`src/rtl/feed_arb_pkg.sv`:
```
// Shared types and width helpers for the feed record arbiter.
package feed_arb_pkg;

  typedef enum logic [1:0] {
    ST_IDLE,
    ST_CLEAR,
    ST_STREAM,
    ST_DRAIN
  } arb_state_t;

  localparam logic [7:0] EOR_DEFAULT = 8'd10;

  function automatic int id_width(input int n);
    return (n > 2) ? $clog2(n) : 1;
  endfunction

  function automatic int cnt_width(input int m);
    return $clog2(m + 1);
  endfunction

endpackage

```
`src/rtl/feed_record_arbiter_rr_arbiter.sv`:
```
// Combinational round-robin picker: first requester at or after ptr, wrapping.
module rr_arbiter
  import feed_arb_pkg::*;
#(
  parameter int NUM_FEEDS = 4,
  parameter int ID_W      = id_width(NUM_FEEDS)
) (
  input  logic [NUM_FEEDS-1:0] req,
  input  logic [ID_W-1:0]      ptr,
  output logic [ID_W-1:0]      grant,
  output logic                 any_req
);

  always_comb begin
    int idx;
    // NOTE: every output gets a default before the loop so no latch is inferred.
    grant   = '0;
    any_req = 1'b0;
    idx     = 0;
    // Scan from the farthest offset down so the nearest requester wins last.
    for (int i = NUM_FEEDS - 1; i >= 0; i--) begin
      idx = int'(ptr) + i;
      if (idx >= NUM_FEEDS) idx = idx - NUM_FEEDS;
      if (req[idx]) begin
        grant   = ID_W'(idx);
        any_req = 1'b1;
      end
    end
  end

endmodule

```
`src/rtl/feed_record_arbiter.sv`:
```
// Grants whole EOR-delimited records from NUM_FEEDS byte feeds to one parser,
// round-robin, with a parser clear before each record and cut-off of long ones.
module feed_record_arbiter
  import feed_arb_pkg::*;
#(
  parameter int         NUM_FEEDS   = 4,
  parameter int         MAX_REC_LEN = 255,
  parameter logic [7:0] EOR_CHAR    = EOR_DEFAULT
) (
  input  logic                                clk,
  input  logic                                reset_n,
  input  logic [NUM_FEEDS*8-1:0]              feed_char,
  input  logic [NUM_FEEDS-1:0]                feed_valid,
  output logic [NUM_FEEDS-1:0]                feed_ready,
  output logic [7:0]                          char_out,
  output logic                                valid_out,
  output logic                                parser_clear,
  output logic [id_width(NUM_FEEDS)-1:0]      grant_id,
  output logic                                rec_done,
  output logic [cnt_width(MAX_REC_LEN)-1:0]   rec_len,
  output logic                                rec_abort,
  output logic                                busy
);

  localparam int ID_W  = id_width(NUM_FEEDS);
  localparam int CNT_W = cnt_width(MAX_REC_LEN);

  arb_state_t       state;
  logic [ID_W-1:0]  ptr;
  logic [ID_W-1:0]  pick;
  logic             any_req;
  logic [CNT_W-1:0] cnt;
  logic [CNT_W-1:0] cnt_inc;
  logic [7:0]       feed_bytes [NUM_FEEDS];
  logic [7:0]       cur_char;
  logic             granted_phase;
  logic             accept;

  for (genvar g = 0; g < NUM_FEEDS; g++) begin : g_bytes
    assign feed_bytes[g] = feed_char[8*g +: 8];
  end

  rr_arbiter #(
    .NUM_FEEDS(NUM_FEEDS),
    .ID_W     (ID_W)
  ) u_rr (
    .req    (feed_valid),
    .ptr    (ptr),
    .grant  (pick),
    .any_req(any_req)
  );

  assign granted_phase = (state == ST_STREAM) || (state == ST_DRAIN);
  assign cur_char      = feed_bytes[grant_id];
  assign accept        = granted_phase && feed_valid[grant_id];
  assign cnt_inc       = cnt + 1'b1;
  assign busy          = (state != ST_IDLE);

  always_comb begin
    feed_ready = '0;
    if (granted_phase) feed_ready[grant_id] = 1'b1;
  end

  // NOTE: the async reset clears only control and output registers; there is
  // no storage array here that would need it.
  always_ff @(posedge clk or negedge reset_n) begin
    if (!reset_n) begin
      state        <= ST_IDLE;
      ptr          <= '0;
      grant_id     <= '0;
      cnt          <= '0;
      char_out     <= '0;
      valid_out    <= 1'b0;
      parser_clear <= 1'b0;
      rec_done     <= 1'b0;
      rec_len      <= '0;
      rec_abort    <= 1'b0;
    end else begin
      // NOTE: non-blocking throughout, so every register samples pre-edge values.
      valid_out    <= 1'b0;
      parser_clear <= 1'b0;
      rec_done     <= 1'b0;
      rec_len      <= '0;
      rec_abort    <= 1'b0;
      case (state)
        ST_IDLE: begin
          if (any_req) begin
            grant_id     <= pick;
            ptr          <= (pick == ID_W'(NUM_FEEDS - 1)) ? '0 : pick + 1'b1;
            cnt          <= '0;
            parser_clear <= 1'b1;
            state        <= ST_CLEAR;
          end
        end
        ST_CLEAR: state <= ST_STREAM;
        ST_STREAM: begin
          if (accept) begin
            cnt <= cnt_inc;
            // EOR is tested first so a full-length record ending in EOR completes.
            if (cur_char == EOR_CHAR) begin
              char_out  <= cur_char;
              valid_out <= 1'b1;
              rec_done  <= 1'b1;
              rec_len   <= cnt_inc;
              state     <= ST_IDLE;
            end else if (cnt_inc == CNT_W'(MAX_REC_LEN)) begin
              rec_abort <= 1'b1;
              state     <= ST_DRAIN;
            end else begin
              char_out  <= cur_char;
              valid_out <= 1'b1;
            end
          end
        end
        ST_DRAIN: begin
          if (accept && cur_char == EOR_CHAR) state <= ST_IDLE;
        end
        default: state <= ST_IDLE;
      endcase
    end
  end

endmodule

```
`config.mk`:
```
export PLATFORM = sky130hd
export DESIGN_NAME = feed_record_arbiter
export DESIGN_NICKNAME = d
export VERILOG_FILES = /design/src/rtl/feed_arb_pkg.sv /design/src/rtl/feed_record_arbiter_rr_arbiter.sv /design/src/rtl/feed_record_arbiter.sv
export SDC_FILE = /design/constraint.sdc
export NUM_CORES = 1
export LEC_CHECK = 0
export ABC_AREA = 1
export CORE_MARGIN = 1.5
export CORE_UTILIZATION = 51
export CTS_CLUSTER_SIZE = 20
export DETAILED_ROUTE_END_ITERATION = 12
export GPL_TIMING_DRIVEN = 0
export PLACE_DENSITY = 0.86
export SLEW_MARGIN = 15
export SYNTH_ARGS = -nofsm -noshare
export SYNTH_HDL_FRONTEND = slang
export SYNTH_SLANG_ARGS = --single-unit
```
`constraint.sdc`:
```
create_clock -name clk -period 2.89 [get_ports clk]
set_input_delay 0.4335 -clock clk [delete_from_list [all_inputs] [get_ports clk]]
set_output_delay 0.4335 -clock clk [all_outputs]
set_load 0.03 [all_outputs]
```
==> summary.md, run 1 <==
| Metric | Value |
|---|---|
| Die H | about 68 µm |
| Initial antenna violation count | 0 |
| Critical path's top delay family | buffers and inverters |
| RePlAce Congestion | 0.861 |
| CP endpoint | feed_ready[2] |
| CP bufs+invs | 3 |
| Max Clk Rate | approximately 430 MHz |
| Nets | between 400 and 500 |
| Seq/Total Area, Yosys | 39.0% |
| CTS Buf Count | 5 |
| Vias in the first global route | approximately 2,100 |
| Final Util | between 70% and 80% |
| Worst path depth | 4 |
| Worst EP required | 2460 ps |
| Status | complete, no violations |
| DR DRC count | 0 |
| Hold Path Class | in2async |
| Slowest cell delay on critical path | a little under 700 ps |
| Skew final | approximately 6.7 ps |
| Slowest cell on crit path | clkdlybuf4s50_1 |
| Peak VDD IR | ~700 µV |
| Top Ports | between 60 and 70 |
| Sequential share of power | about a quarter |
| Antenna diode count | 0 |
| DR vias | 2,248 |
| Syn Area/Cell | about 7.0 µm² |
| PwrDens | roughly 1100 nW/µm² |
| Top FF cell, synth | dfrtp_1 |
| Switching share of power | 50.4% |
| Root Buffer Master | clkbuf_8 |
| Die Span X | ~68 µm |
| Distinct cells, synth | 27 |
| Critical path arrival | between 1500 and 2000 ps |
| TNS Setup | 0 ps |
| Total power | between 3 and 4 mW |
| Largest cells by area after synthesis | dfrtp_1 (39%), nand2_1 (20%), nand3_1 (8.7%) |
| Worst R2R End | char_out[2]$_DFFE_PN0P_ |
| First-pass GRT wire length | between 8000 and 9000 µm |
| Post-synth top cells | nand2_1 (119), nand3_1 (38), dfrtp_1 (34) |
| Final setup vio count | 0 |
| Synth Instances | 313 |
| TritonRoute pass-1 iters | 4 |
| Fin. Hold Viols | 0 |
| Synth Warn # | 0 |
| Post-synthesis async set-or-reset flop share | 100% |
| Post-synth EDFFs | 0 |
| Max-slew violation count | 0 |
| Post-Syn Nets | 353 |
| Detailed Place HPWL | ~4300 µm |
| DR iter-0 viols | approximately 110 |
| Final worst setup slack | around 570 ps |
| Cell Int Power | approximately 1.6 mW |
| Startpoint Class | register |
| Leakage power | 1.49 nW |
| Clock power share | between 10% and 20% |
| Clock latency on the worst-skew pair | 290 ps |
| Critical Path Start | grant_id[0]$_DFFE_PN0P_ |
| Gate power share | 65.3% |
| Routed wire per std cell | approximately 13 µm |
| CTS tree | yes |
| R2R setup slack | around 1000 ps |
| IO buf count | 64 |
| WL final | 5440 µm |
| Crit Path Category | reg2out |
| Postcts setup bufs | 0 |
| CP cell instances | buf_6 > buf_8 > nor3_1 > clkdlybuf4s50_1 |
| Synth top area share | between 30% and 40% |
| Share of cells above drive strength 1 | 9.61% |
| Area growth, synth to finish | 36.3% |
| Post-synth top area cell | dfrtp_1 |
| Clk pin slew, worst setup/hold paths | 70 ps |
| Most frequent cell after synthesis | nand2_1 |
| Die area | about 4700 µm² |
| Post-placement setup slack | ~680 ps |
| DR vias/cell | 5.17 |
| Start of the worst register-to-register path | grant_id[1]$_DFFE_PN0P_ |
| Antenna Violating Nets Remaining | 0 |
| Core footprint | 4060 µm² |
| FF-to-FF path depth | 8 |
| GRT Util Overall | about 26% |
| Cts hold-fix bufs | 0 |
| Final Critical Period | 2320 ps |
| Pin count of the biggest net entering global routing | 35 |
| Post-Syn Area | 2180 µm² |
| RSZ-0062 raised after global routing | false |
| Switching Power | roughly 1.6 mW |
| Slew HR | approximately half |
| Seq cells post-synth | 34 |
| Initial Util | ~54% |
| H-tree levels | 2 |
| GRT Residual Overflow | 0 |
| Crit Path Max Fanout | 10 |
| Longest Clk Path Bufs | 2 |
| Max Cap Violations | 0 |
| Critical Path End Type | output port |
| Num Clock Sinks | 34 |
| Final Cycle Share | between 80% and 90% |
| Rows | 23 |
| Cts repair resizes | 0 |
| Slew @ Worst Pin | 726 ps |
-- worst reg2reg max path, delay by kind of cell, from the launching register on --
family	cells	cell delay (ps)
buffers and inverters	1	200
and+or+nand+nor	7	1150
DFF	1	420
-- logic make-up (layout without fill, tap and decap cells) --
| logic type | count (synthesis) | in the layout | share of synthesized area [%] |
|---|---|---|---|
| xor+xnor | 4 | 4 | 1.60 |
| fa+ha+maj | 2 | 2 | 1.15 |
| buf+inv | 38 | 110 | 8.54 |
| compound gates | 15 | 15 | 3.67 |
| flops | 34 | 34 | 39.0 |
| simple gates | 220 | 220 | 46.1 |
-- power by group through the flow --
stage	Sequential (mW)	Combinational (mW)	Clock, mW
floorplan	0.884	1.33	0
global placement	0.743	2.01	0
detailed placement	0.751	2.07	0
CTS	0.743	2.07	0.370
global route	0.764	2.29	0.391
finish	0.745	2.08	0.359
-- routing by layer --
layer  GRT usage (%)  share of wire, %  up-vias
met4            8.25               1.2        0
met1            30.6                43     1059
li1                -                 -     1131
met3            5.59               4.3        9
met2            45.2                51       49
met5               0                 0        -
-- placed cells by master (no fill, tap or decap), drive strengths merged --
cell and instances:
inv 30, nand2 124, nand3 43, nor2 37
nand4 3, a21oi 1, dfrtp 34, o21ai 12
xor2 4, o21a 1, clkinvlp 1, clkinv 1
clkdlybuf4s50 63, buf 9, ha 2, a21boi 1
nor3 5, nand3b 8, clkbuf 6
-- how the worst min path moves through the flow --
stage	endpoint	slack, ps	depth (start not counted)
global placement	char_out[0]$_DFFE_PN0P_	460	2
detailed placement	char_out[0]$_DFFE_PN0P_	460	2
finish	valid_out$_DFF_PN0_	200	1
CTS	char_out[5]$_DFFE_PN0P_	220	1
global route	rec_done$_DFF_PN0_	250	1
floorplan	char_out[0]$_DFFE_PN0P_	140	0
-- state kept, by name (all words and copies together) (netlist names) --
name	count
rec_done	1
rec_len	8
ptr	2
parser_clear	1
cnt	8
valid_out	1
rec_abort	1
char_out	8
state	2
grant_id	2
-- area by class of cell --
type / count / area (µm²)
multi-input combinational: 241 / 1150
fill: 337 / 1080
sequential: 34 / 851
timing repair buffer: 64 / 636
inverter: 30 / 113
clock buffer: 6 / 82.6
buffer: 8 / 73.8
tap: 50 / 62.6
clock inverter: 2 / 12.5
-- per-stage QoR --
stage / cells / hold slack [ps] / cell area [µm²]
2_1_floorplan: 313 / 138 / 2180
3_3_place_gp: 427 / 457 / 2890
3_5_place_dp: 427 / 459 / 2880
4_1_cts: 435 / 216 / 2980
5_1_grt: 435 / 247 / 2980
6_report: 435 / 196 / 2980
Note: power is estimated with default switching activity, not from simulation.
==> run 2, diff against run 1 <==
--- a/config.mk
+++ b/config.mk
@@ -7,11 +7,11 @@
 export LEC_CHECK = 0
 export ABC_AREA = 1
 export CORE_MARGIN = 1.5
-export CORE_UTILIZATION = 51
+export CORE_UTILIZATION = 47
 export CTS_CLUSTER_SIZE = 20
 export DETAILED_ROUTE_END_ITERATION = 12
 export GPL_TIMING_DRIVEN = 0
-export PLACE_DENSITY = 0.86
+export PLACE_DENSITY = 0.8
 export SLEW_MARGIN = 15
 export SYNTH_ARGS = -nofsm -noshare
 export SYNTH_HDL_FRONTEND = slang
==> constraint.sdc (replaced) <==
create_clock -name clk -period 2.2 [get_ports clk]
set_input_delay 0.33 -clock clk [delete_from_list [all_inputs] [get_ports clk]]
set_output_delay 0.33 -clock clk [all_outputs]
set_load 0.03 [all_outputs]
==> run 2 against run 1 <==
  * Clock power is 94% higher
  * Hold slack worse by 96 ps
  * Largest power group unchanged
  * Global-route usage is 2.2 points lower
  * Critical path type unchanged
  * Cell count is 0.46% higher
  * Critical path depth stayed put
  * Total power is 38% higher
  * Sequential power is 32% higher
  * Routed wire length is 1.0% higher
==> summary.md, run 2 (synthesis results as in run 1) <==
| Metric | Value |
|---|---|
| DR iter-0 viols | 121 (+6.1%) |
| Non-Filler Instances | 437 (+0.46%) |
| Crit Path Max Fanout | 10 (unchanged) |
| CP cell instances | buf_6 > buf_8 > nor3_1 > dlygate4sd2_1 |
| Total power | 4.38 mW (+38%) |
| Die H | 71.2 µm (+4.0%) |
| FF-to-FF path depth | 12 (+4) |
| RSZ-0062 raised after global routing | false |
| Crit Path Category | reg2out |
| Switching share of power | 48.4% (-2.0 points) |
| GRT Util Overall | 23.4% (-2.2 points) |
| Critical Path End Type | output port |
| Skew final | 2.59 ps (-4.14 ps) |
| Critical path arrival | 1610 ps (-280 ps) |
| Fin. Hold Viols | 0 (unchanged) |
| Met2 Use GR | 39.3% (-5.9 points) |
| Hold_ws | 100 ps (-96.2 ps) |
| CTS Buf Count | 5 (unchanged) |
| R2R setup slack | 320 ps (-710 ps) |
| Post-placement setup slack | 89.7 ps (-589 ps) |
| Initial antenna violation count | 0 (unchanged) |
| Leakage power | 1.55 nW (+3.6%) |
| Initial Util | 49.5% (-4.3 points) |
| Max-slew violation count | 0 (unchanged) |
| GR Util met3 | 4.84% (-0.75 points) |
| Antenna Violating Nets Remaining | 0 (unchanged) |
| Status | complete, no violations |
| Share of cells above drive strength 1 | 9.61% (unchanged) |
| Worst R2R End | char_out[2]$_DFFE_PN0P_ |
| Slowest cell delay on critical path | 430 ps (-260 ps) |
| Start of the worst register-to-register path | grant_id[0]$_DFFE_PN0P_ |
| Placed cells | 429 (+0.47%) |
| Rows | 24 (+4.3%) |
| Area growth, synth to finish | 38.5% |
| Clock power share | 15.9% (+4.6 points) |
| Top Ports | 65 (unchanged) |
| CTS tree | yes |
| PwrDens | 1450 nW/µm² (+35%) |
| Leading cell type in the layout, fill and taps excluded | nand2_1 |
| GRT busiest layer | met2 |
| First-pass GRT wire length | 9420 µm (+5.7%) |
| Worst EP required | 1870 ps (-590 ps) |
| Cell Int Power | 2.26 mW (+43%) |
| Die area | 5060 µm² (+8.1%) |
| TNS Setup | 0 ps (unchanged) |
| Final Critical Period | just under 2000 ps |
| Root Buffer Master | clkbuf_8 |
| DP Area | 2880 µm² (about the same) |
| Vias in the first global route | 2,001 (-5.5%) |
| DR DRC count | 0 (unchanged) |
| Final Util | 68.5% (-4.8 points) |
| Clk pin slew, worst setup/hold paths | 70 ps (about the same) |
| Final Cycle Share | 88.1% |
| Gate power share | 61.7% (-3.6 points) |
| H-tree levels | 2 (unchanged) |
| Routed wire per std cell | 12.6 µm (+0.59%) |
| Critical path's top delay family | buffers and inverters |
| IO buf count | 64 (unchanged) |
| TritonRoute pass-1 iters | 4 (unchanged) |
| Num Clock Sinks | 34 (unchanged) |
| Most frequent cells in the layout | nand2_1 (119), clkdlybuf4s50_1 (59), nand3_1 (38), dfrtp_1 (34), nor2_1 (32) |
| Postcts setup bufs | 0 (unchanged) |
| DR vias | 2,191 (-2.5%) |
| GRT Residual Overflow | 0 (unchanged) |
| Detailed Place HPWL | 4120 µm (-3.7%) |
| Switching Power | 2.12 mW (+32%) |
| Post-route cell area | 3020 µm² (+1.6%) |
| Max Cap Violations | 0 (unchanged) |
| Max Clk Rate | 516 MHz |
| Met1 GRT Util | 30.0% (-0.56 points) |
| Sequential share of power | 22.4% (-1.0 points) |
| Peak VDD IR | 843 µV (+23%) |
| Pin count of the biggest net entering global routing | 35 (unchanged) |
| Hold Path Class | in2async |
| Top Registers | char_out: 8 flops, cnt: 8 flops, rec_len: 8 flops |
| Slowest cell on crit path | dfrtp_1 |
| Clock latency on the worst-skew pair | 290 ps (about the same) |
| Antenna diode count | 0 (unchanged) |
| Nets | 424 (unchanged) |
| RePlAce Congestion | 0.847 (-1.6%) |
| Slew @ Worst Pin | 753 ps (+26.6 ps) |
| Slew HR | 49.8% (-1.8 points) |
| Core footprint | 4410 µm² (+8.8%) |
| Startpoint Class | register |
| Longest Clk Path Bufs | 2 (unchanged) |
| WL final | 5500 µm (+1.0%) |
| CP bufs+invs | 3 (unchanged) |
| Final worst setup slack | 263 ps (-308 ps) |
| Die Span X | 71.2 µm (+4.0%) |
| DR vias/cell | 5.01 (-3.0%) |
| Final setup vio count | 0 (unchanged) |
## run 2: cell types whose count changed in the layout (fill, tap and decap cells not counted)
cell / previous run / this run
clkdlybuf4s50_1: 63 / 59
clkinv_4: 0 / 1
dlygate4sd2_1: 0 / 2
clkinv_2: 1 / 0
clkbuf_8: 6 / 5
bufinv_16: 0 / 2
dlymetal6s2s_1: 0 / 2
clkinvlp_4: 1 / 0
## run 2: per-layer routing
metal	wire [µm]	vias up
met5	0	-
met4	110	0
met3	320	10
met2	2650	63
met1	2420	984
li1	-	1134
## run 2: area by class of cell
| class | count | area, µm² |
|---|---|---|
| Inverter | 30 | 113 |
| Tap cell | 52 | 65.1 |
| Timing Repair Buffer | 64 | 638 |
| Sequential cell | 34 | 851 |
| Clock buffer | 5 | 68.8 |
| Multi-Input combinational cell | 241 | 1150 |
| Clock inverter | 3 | 68.8 |
| Fill cell | 404 | 1390 |
| Buffer | 8 | 73.8 |
## run 2: worst max-delay path by stage
stage	startpoint	to	slack, ps	depth (start not counted)
finish	grant_id[0]$_DFFE_PN0P_	feed_ready[2]	260	4
global route	feed_valid[3]	cnt[6]$_DFFE_PN0P_	110	12
CTS	grant_id[0]$_DFFE_PN0P_	feed_ready[1]	40	4
detailed placement	feed_valid[3]	cnt[5]$_DFFE_PN0P_	90	12
global placement	feed_valid[3]	cnt[6]$_DFFE_PN0P_	110	12
floorplan	grant_id[0]$_DFFE_PN0P_	feed_ready[2]	340	3
## run 2: what timing repair did
action,in CTS,in global routing
hold buffers,0,0
gates resized for setup,2,2
endpoints found under the setup margin,2,2
hold endpoints to repair,0,0
## run 2: power by group through the flow
stage	Clock, mW	Sequential [mW]	Combinational [mW]
2_1_floorplan	0	1.16	1.75
3_3_place_gp	0	0.978	2.66
3_5_place_dp	0	0.983	2.70
4_1_cts	0.710	0.979	2.70
5_1_grt	0.743	1.01	3.01
6_report	0.696	0.980	2.70
==> run 3, diff against run 2 <==
--- a/config.mk
+++ b/config.mk
@@ -7,11 +7,12 @@
 export LEC_CHECK = 0
 export ABC_AREA = 1
 export CORE_MARGIN = 1.5
-export CORE_UTILIZATION = 47
+export CORE_UTILIZATION = 49
+export CTS_BUF_LIST = sky130_fd_sc_hd__clkbuf_8
 export CTS_CLUSTER_SIZE = 20
 export DETAILED_ROUTE_END_ITERATION = 12
 export GPL_TIMING_DRIVEN = 0
-export PLACE_DENSITY = 0.8
+export PLACE_DENSITY = 0.86
 export SLEW_MARGIN = 15
 export SYNTH_ARGS = -nofsm -noshare
 export SYNTH_HDL_FRONTEND = slang
==> run 3 against run 2 <==
  * Routed wire length rose by 1.4%
  * Cell count did not move
  * Global-route usage rose by 0.31 points
  * Count of clock-buffer cells in the layout unchanged
  * First-iteration DRC count rose by 64%
  * Critical path type unchanged
  * Utilization increased by 0.65 points
  * Highest routed layer unchanged
  * Die area is 3.9% lower
  * Setup slack got worse by 210 ps
  * Total power is 2.9% lower
  * Critical path depth unchanged
  * Clock power fell by 20%
  * Largest power group unchanged
==> summary.md, run 3 (synthesis results as in run 1) <==
| Metric | Value |
|---|---|
| Status | complete, no violations |
| Initial Util | 50.5% (+1.0 points) |
| Leading cell type in the layout, fill and taps excluded | nand2_1 |
| Leakage power | 1.52 nW (-1.5%) |
| CP cell instances | inv_2 > buf_6 > nor3_1 > clkdlybuf4s50_1 |
| DR vias/cell | 5.11 (+1.9%) |
| Fin. Hold Viols | 0 (unchanged) |
| Initial antenna violation count | 0 (unchanged) |
| CP bufs+invs | 3 (unchanged) |
| WL final | 5570 µm (+1.4%) |
| Routed wire per std cell | 12.7 µm (+1.4%) |
| GRT Residual Overflow | 0 (unchanged) |
| Vias in the first global route | 2,050 (+2.4%) |
| Post-placement setup slack | 62.4 ps (-27.3 ps) |
| GRT Util Overall | 23.7% (+0.31 points) |
| PwrDens | 1420 nW/µm² (-1.8%) |
| Skew final | 7.64 ps (+5.05 ps) |
| Clock latency on the worst-skew pair | 290 ps (about the same) |
| Die H | 69.8 µm (-2.0%) |
| Worst EP required | 1870 ps (about the same) |
| Top Registers | char_out: 8 flops, cnt: 8 flops, rec_len: 8 flops |
| Critical path's top delay family | buffers and inverters |
| CTS Buf Count | 5 (unchanged) |
| Max Clk Rate | 466 MHz (-9.8%) |
| Slowest cell delay on critical path | 700 ps (+270 ps) |
| Hold Path Class | in2async |
| DR iter-0 viols | 199 (+64%) |
| DR vias | 2,232 (+1.9%) |
| Detailed Place HPWL | 4290 µm (+4.1%) |
| Cts repair resizes | 2 (unchanged) |
| Clk pin slew, worst setup/hold paths | 70 ps (about the same) |
| R2R setup slack | 320 ps (about the same) |
| Total power | 4.25 mW (-2.9%) |
| FF/Latch Area | 851 µm² (unchanged) |
| Critical Path End Type | output port |
| Crit Path Category | reg2out |
| Peak VDD IR | 898 µV (+6.5%) |
| Final Cycle Share | 97.6% (+9.6 points) |
| Pin count of the biggest net entering global routing | 35 (unchanged) |
| Longest Clk Path Bufs | 2 (unchanged) |
| RSZ-0062 raised after global routing | false |
| IO buf count | 64 (unchanged) |
| Antenna diode count | 0 (unchanged) |
| Max-slew violation count | 0 (unchanged) |
| Top Ports | 65 (unchanged) |
| Max Cap Violations | 0 (unchanged) |
| Multi-input gate area | 1150 µm² (unchanged) |
| Final worst setup slack | 52.3 ps (-210 ps) |
| Slew HR | 50.8% (+1.1 points) |
| Die area | 4870 µm² (-3.9%) |
| Crit Path Max Fanout | 10 (unchanged) |
| CTS tree | yes |
| H-tree levels | 2 (unchanged) |
| Rows | 24 (unchanged) |
| TNS Setup | 0 ps (unchanged) |
| Final Util | 69.2% (+0.65 points) |
| Antenna Violating Nets Remaining | 0 (unchanged) |
| Num Clock Sinks | 34 (unchanged) |
| Most frequent cells in the layout | nand2_1 (119), clkdlybuf4s50_1 (60), nand3_1 (38), dfrtp_1 (34), nor2_1 (32) |
| Fill cells | 368 (-8.9%) |
| Share of cells above drive strength 1 | 9.09% (-0.52 points) |
| Final setup vio count | 0 (unchanged) |
| Slowest cell on crit path | clkdlybuf4s50_1 |
| Final Critical Period | 2150 ps (+210 ps) |
| Cts hold-fix bufs | 0 (unchanged) |
| Slew @ Worst Pin | 737 ps (-15.8 ps) |
| Postcts setup bufs | 0 (unchanged) |
| RePlAce Congestion | 0.912 (+7.6%) |
| First-pass GRT wire length | 9340 µm (-0.88%) |
| TritonRoute pass-1 iters | 4 (unchanged) |
| Startpoint Class | register |
| Die Span X | 69.8 µm (-2.0%) |
| Core footprint | 4320 µm² (-2.0%) |
| Root Buffer Master | clkbuf_8 |
| Hold_ws | 98.0 ps (-2.35 ps) |
| DR DRC count | 0 (unchanged) |
| Critical path arrival | 1820 ps (+210 ps) |
| Area growth, synth to finish | 37.0% |
| Nets | 424 (unchanged) |
## run 3: final cells by class
cell class / count / share of cell area, %
multi-input combinational: 241 / 38.3
sequential: 34 / 28.5
timing repair buffer: 64 / 21.3
inverter: 30 / 3.77
buffer: 8 / 2.47
clock buffer: 5 / 2.30
tap: 52 / 2.18
clock inverter: 3 / 1.26
## run 3: metrics by stage
step | instance area (µm²) | instances
detailed placement | 2880 | 429
finish | 2990 | 437
CTS | 2990 | 437
floorplan | 2180 | 313
global route | 2990 | 437
global placement | 2890 | 429
## run 3: final timing paths
kind | from | end | depth (start not counted)
setup / recovery | grant_id[0]$_DFFE_PN0P_ | feed_ready[3] | 4
min in group clk | char_out[6]$_DFFE_PN0P_ | char_out[6]$_DFFE_PN0P_ | 2
hold / removal | reset_n | rec_len[2]$_DFF_PN0_ | 1
setup reg to reg | grant_id[0]$_DFFE_PN0P_ | char_out[3]$_DFFE_PN0P_ | 12
hold reg to reg | char_out[6]$_DFFE_PN0P_ | char_out[6]$_DFFE_PN0P_ | 2
max in group asynchronous | reset_n | cnt[6]$_DFFE_PN0P_ | 1
## run 3: routing by layer
layer	track usage [%]	vias to the layer above	routed length [µm]
li1	-	1135	-
met1	31.1	1031	2480
met2	39.0	53	2750
met3	4.94	13	219
met4	8.33	0	119
met5	0	-	0
## run 3: power breakdown
part / internal (mW) / leakage, nW / switching (mW) / total [mW]
registers: 0.822 / 0.444 / 0.156 / 0.979
logic: 0.985 / 1.02 / 1.73 / 2.72
clock network: 0.329 / 0.0607 / 0.225 / 0.555
total: 2.14 / 1.52 / 2.11 / 4.25
## run 3: worst register-to-register path: cells and delay by family (launching register included)
family	cells	cell delay, ps
buffers and inverters	2	300
flip-flops	1	420
AND/OR/NAND/NOR	10	1060
==> edit, RTL diff (settings of run 2) <==
Make the reset (`reset_n`) synchronous in one clocked block. Comments in the files are not updated.
--- a/src/rtl/feed_record_arbiter.sv
+++ b/src/rtl/feed_record_arbiter.sv
@@ -65,3 +65,3 @@
   // no storage array here that would need it.
-  always_ff @(posedge clk or negedge reset_n) begin
+  always_ff @(posedge clk) begin
     if (!reset_n) begin
Behaviour: differs if reset_n is asserted again (counterexample within 4 cycles, from zero or initial values and one cycle with reset_n low); with reset_n held inactive, the same outputs for 10 cycles.
==> edit against run 2 <==
The run now ends with design-rule violations left; design area up 1.4%; critical path depth up 8; non-clock buffer count is 2 higher; power down 11%; worst setup slack got worse by 0.055 ns; maximum frequency decreased by 2.7%; routed wire length shrank 5.4%; synthesized area grew 1.5%; sequential cell count stayed put; clock skew grew 0.0043 ns; global-route usage is 1.0 points lower; final cell count increased by 2.5%; via count increased by 0.14%; register-to-register slack lost 0.11 ns; critical endpoint is now char_out[7]$_SDFFE_PN0P_; highest routed layer unchanged.
==> edit: results (changes against run 2) <==
[synthesis]
yosysUniqueCellTypes = 29  ; +7.4%
synth_fp_nets = 364  ; +3.1%
synth_commonest_cells = nand2_1, nor2_1, dfxtp_1, inv_1, nand3_1
synth_warnings = 0  ; unchanged
synth_area_leaders = dfxtp_1, nand2_1, nor2_1
avgSynthCellArea_um2 = 6.84  ; -1.9%

[critical_path]
crit_family = simple AND/OR/NAND/NOR gates
r2r_setup_slack_ns = 0.21  ; -0.11 ns
slowest_stage = dfxtp_1
regToRegEndpoint = char_out[7]$_SDFFE_PN0P_
slowest_delay_ns = 0.40  ; -0.03 ns
worst_ep_arrival_time_ns = 2.18  ; +0.57 ns
crit_type = flip-flop to flip-flop
rr_startpoint = cnt[0]$_SDFFE_PN0P_

[detailed_routing]
vias = 2194  ; +0.14%
wl_met2_mm = 2.48  ; -6.5%
met3_length_um = 208  ; -35%
first_iter_violations = 100  ; -17%
met1Wirelength_mm = 2.39  ; -1.0%
first_pass_iters = 8  ; +4
wl_per_cell_um = 11.6  ; -7.7%
drc = 6  ; +6
viasPerCell = 4.90  ; -2.3%

[placed_design]
place_congestion = 0.863  ; +1.8%
pre_cts_ws_ns = 0.131  ; +0.0410 ns
placed_cells = 440  ; +2.6%
place_hpwl_mm = 4.12  ; +0.13%
dpl_cell_area_mm2 = 0.00292  ; +1.3%

[global_route]
use_met2_pct = 36.9  ; -2.4 points
first_global_vias = 2101  ; +5.0%
met3_usage_pct = 5.77  ; +0.92 points
grt_start_max_net_pins = 13  ; -63%
grt_use_total_pct = 22.4  ; -1.0 points

[power]
switchingPower_uw = 1800  ; -15%
leakagePower_uw = 0.00142  ; -8.2%
ir_drop_mv = 0.879  ; +4.2%

[timing]
worst_pin_slew_ns = 0.561  ; -0.192 ns
clock_skew_ns = 0.00687  ; +0.00427 ns

[outcome]
violations = design-rule violations
status = complete, but fails checks

[layout]
fillerInstances = 409  ; +1.2%
drive_gt1_share_pct = 18.9  ; +9.3 points

[min_path]
hold_path.class = flip-flop to flip-flop

[clock_tree]
post_cts_resized = 1  ; -1

edit: cell type report:
type | count | area, um2 | area share, %
well taps | 52 | 65.1 | 2.12
plain buffers | 10 | 95.1 | 3.10
repair buffers | 64 | 647 | 21.1
flip-flops and latches | 34 | 681 | 22.2
clock inverters | 3 | 68.8 | 2.24
inverters | 37 | 151 | 4.94
multi-input cells | 243 | 1290 | 42.1
clock buffers | 5 | 68.8 | 2.24
edit: power by group through the flow:
| stage | combinational, uW | clock [uW] | sequential (uW) |
|---|---|---|---|
| after CTS | 2270 | 701 | 926 |
| after global routing | 2530 | 722 | 954 |
| after detailed placement | 2260 | 0 | 938 |
| after global placement | 2220 | 0 | 935 |
| final | 2270 | 689 | 925 |
| after floorplan | 1600 | 0 | 1030 |
edit: worst min-delay path by stage:
stage	startpoint	end	slack [ns]	depth (start not counted)
finish	cnt[0]$_SDFFE_PN0P_	rec_len[0]$_SDFF_PN0_	0.49	1
global placement	cnt[0]$_SDFFE_PN0P_	rec_len[0]$_SDFF_PN0_	0.46	1
floorplan	cnt[0]$_SDFFE_PN0P_	rec_len[0]$_SDFF_PN0_	0.44	1
global route	cnt[0]$_SDFFE_PN0P_	rec_len[0]$_SDFF_PN0_	0.52	1
detailed placement	cnt[0]$_SDFFE_PN0P_	rec_len[0]$_SDFF_PN0_	0.47	1
CTS	cnt[0]$_SDFFE_PN0P_	rec_len[0]$_SDFF_PN0_	0.49	1
edit: cell families (layout without fill, tap and decap cells):
| family | after synthesis | after routing | share of synthesized area [%] |
|---|---|---|---|
| xor+xnor | 1 | 1 | 0.395 |
| compound gates | 40 | 40 | 11.6 |
| simple gates | 200 | 200 | 45.0 |
| fa+ha+maj | 2 | 2 | 1.13 |
| flops | 34 | 34 | 30.7 |
| buf+inv | 47 | 119 | 11.1 |
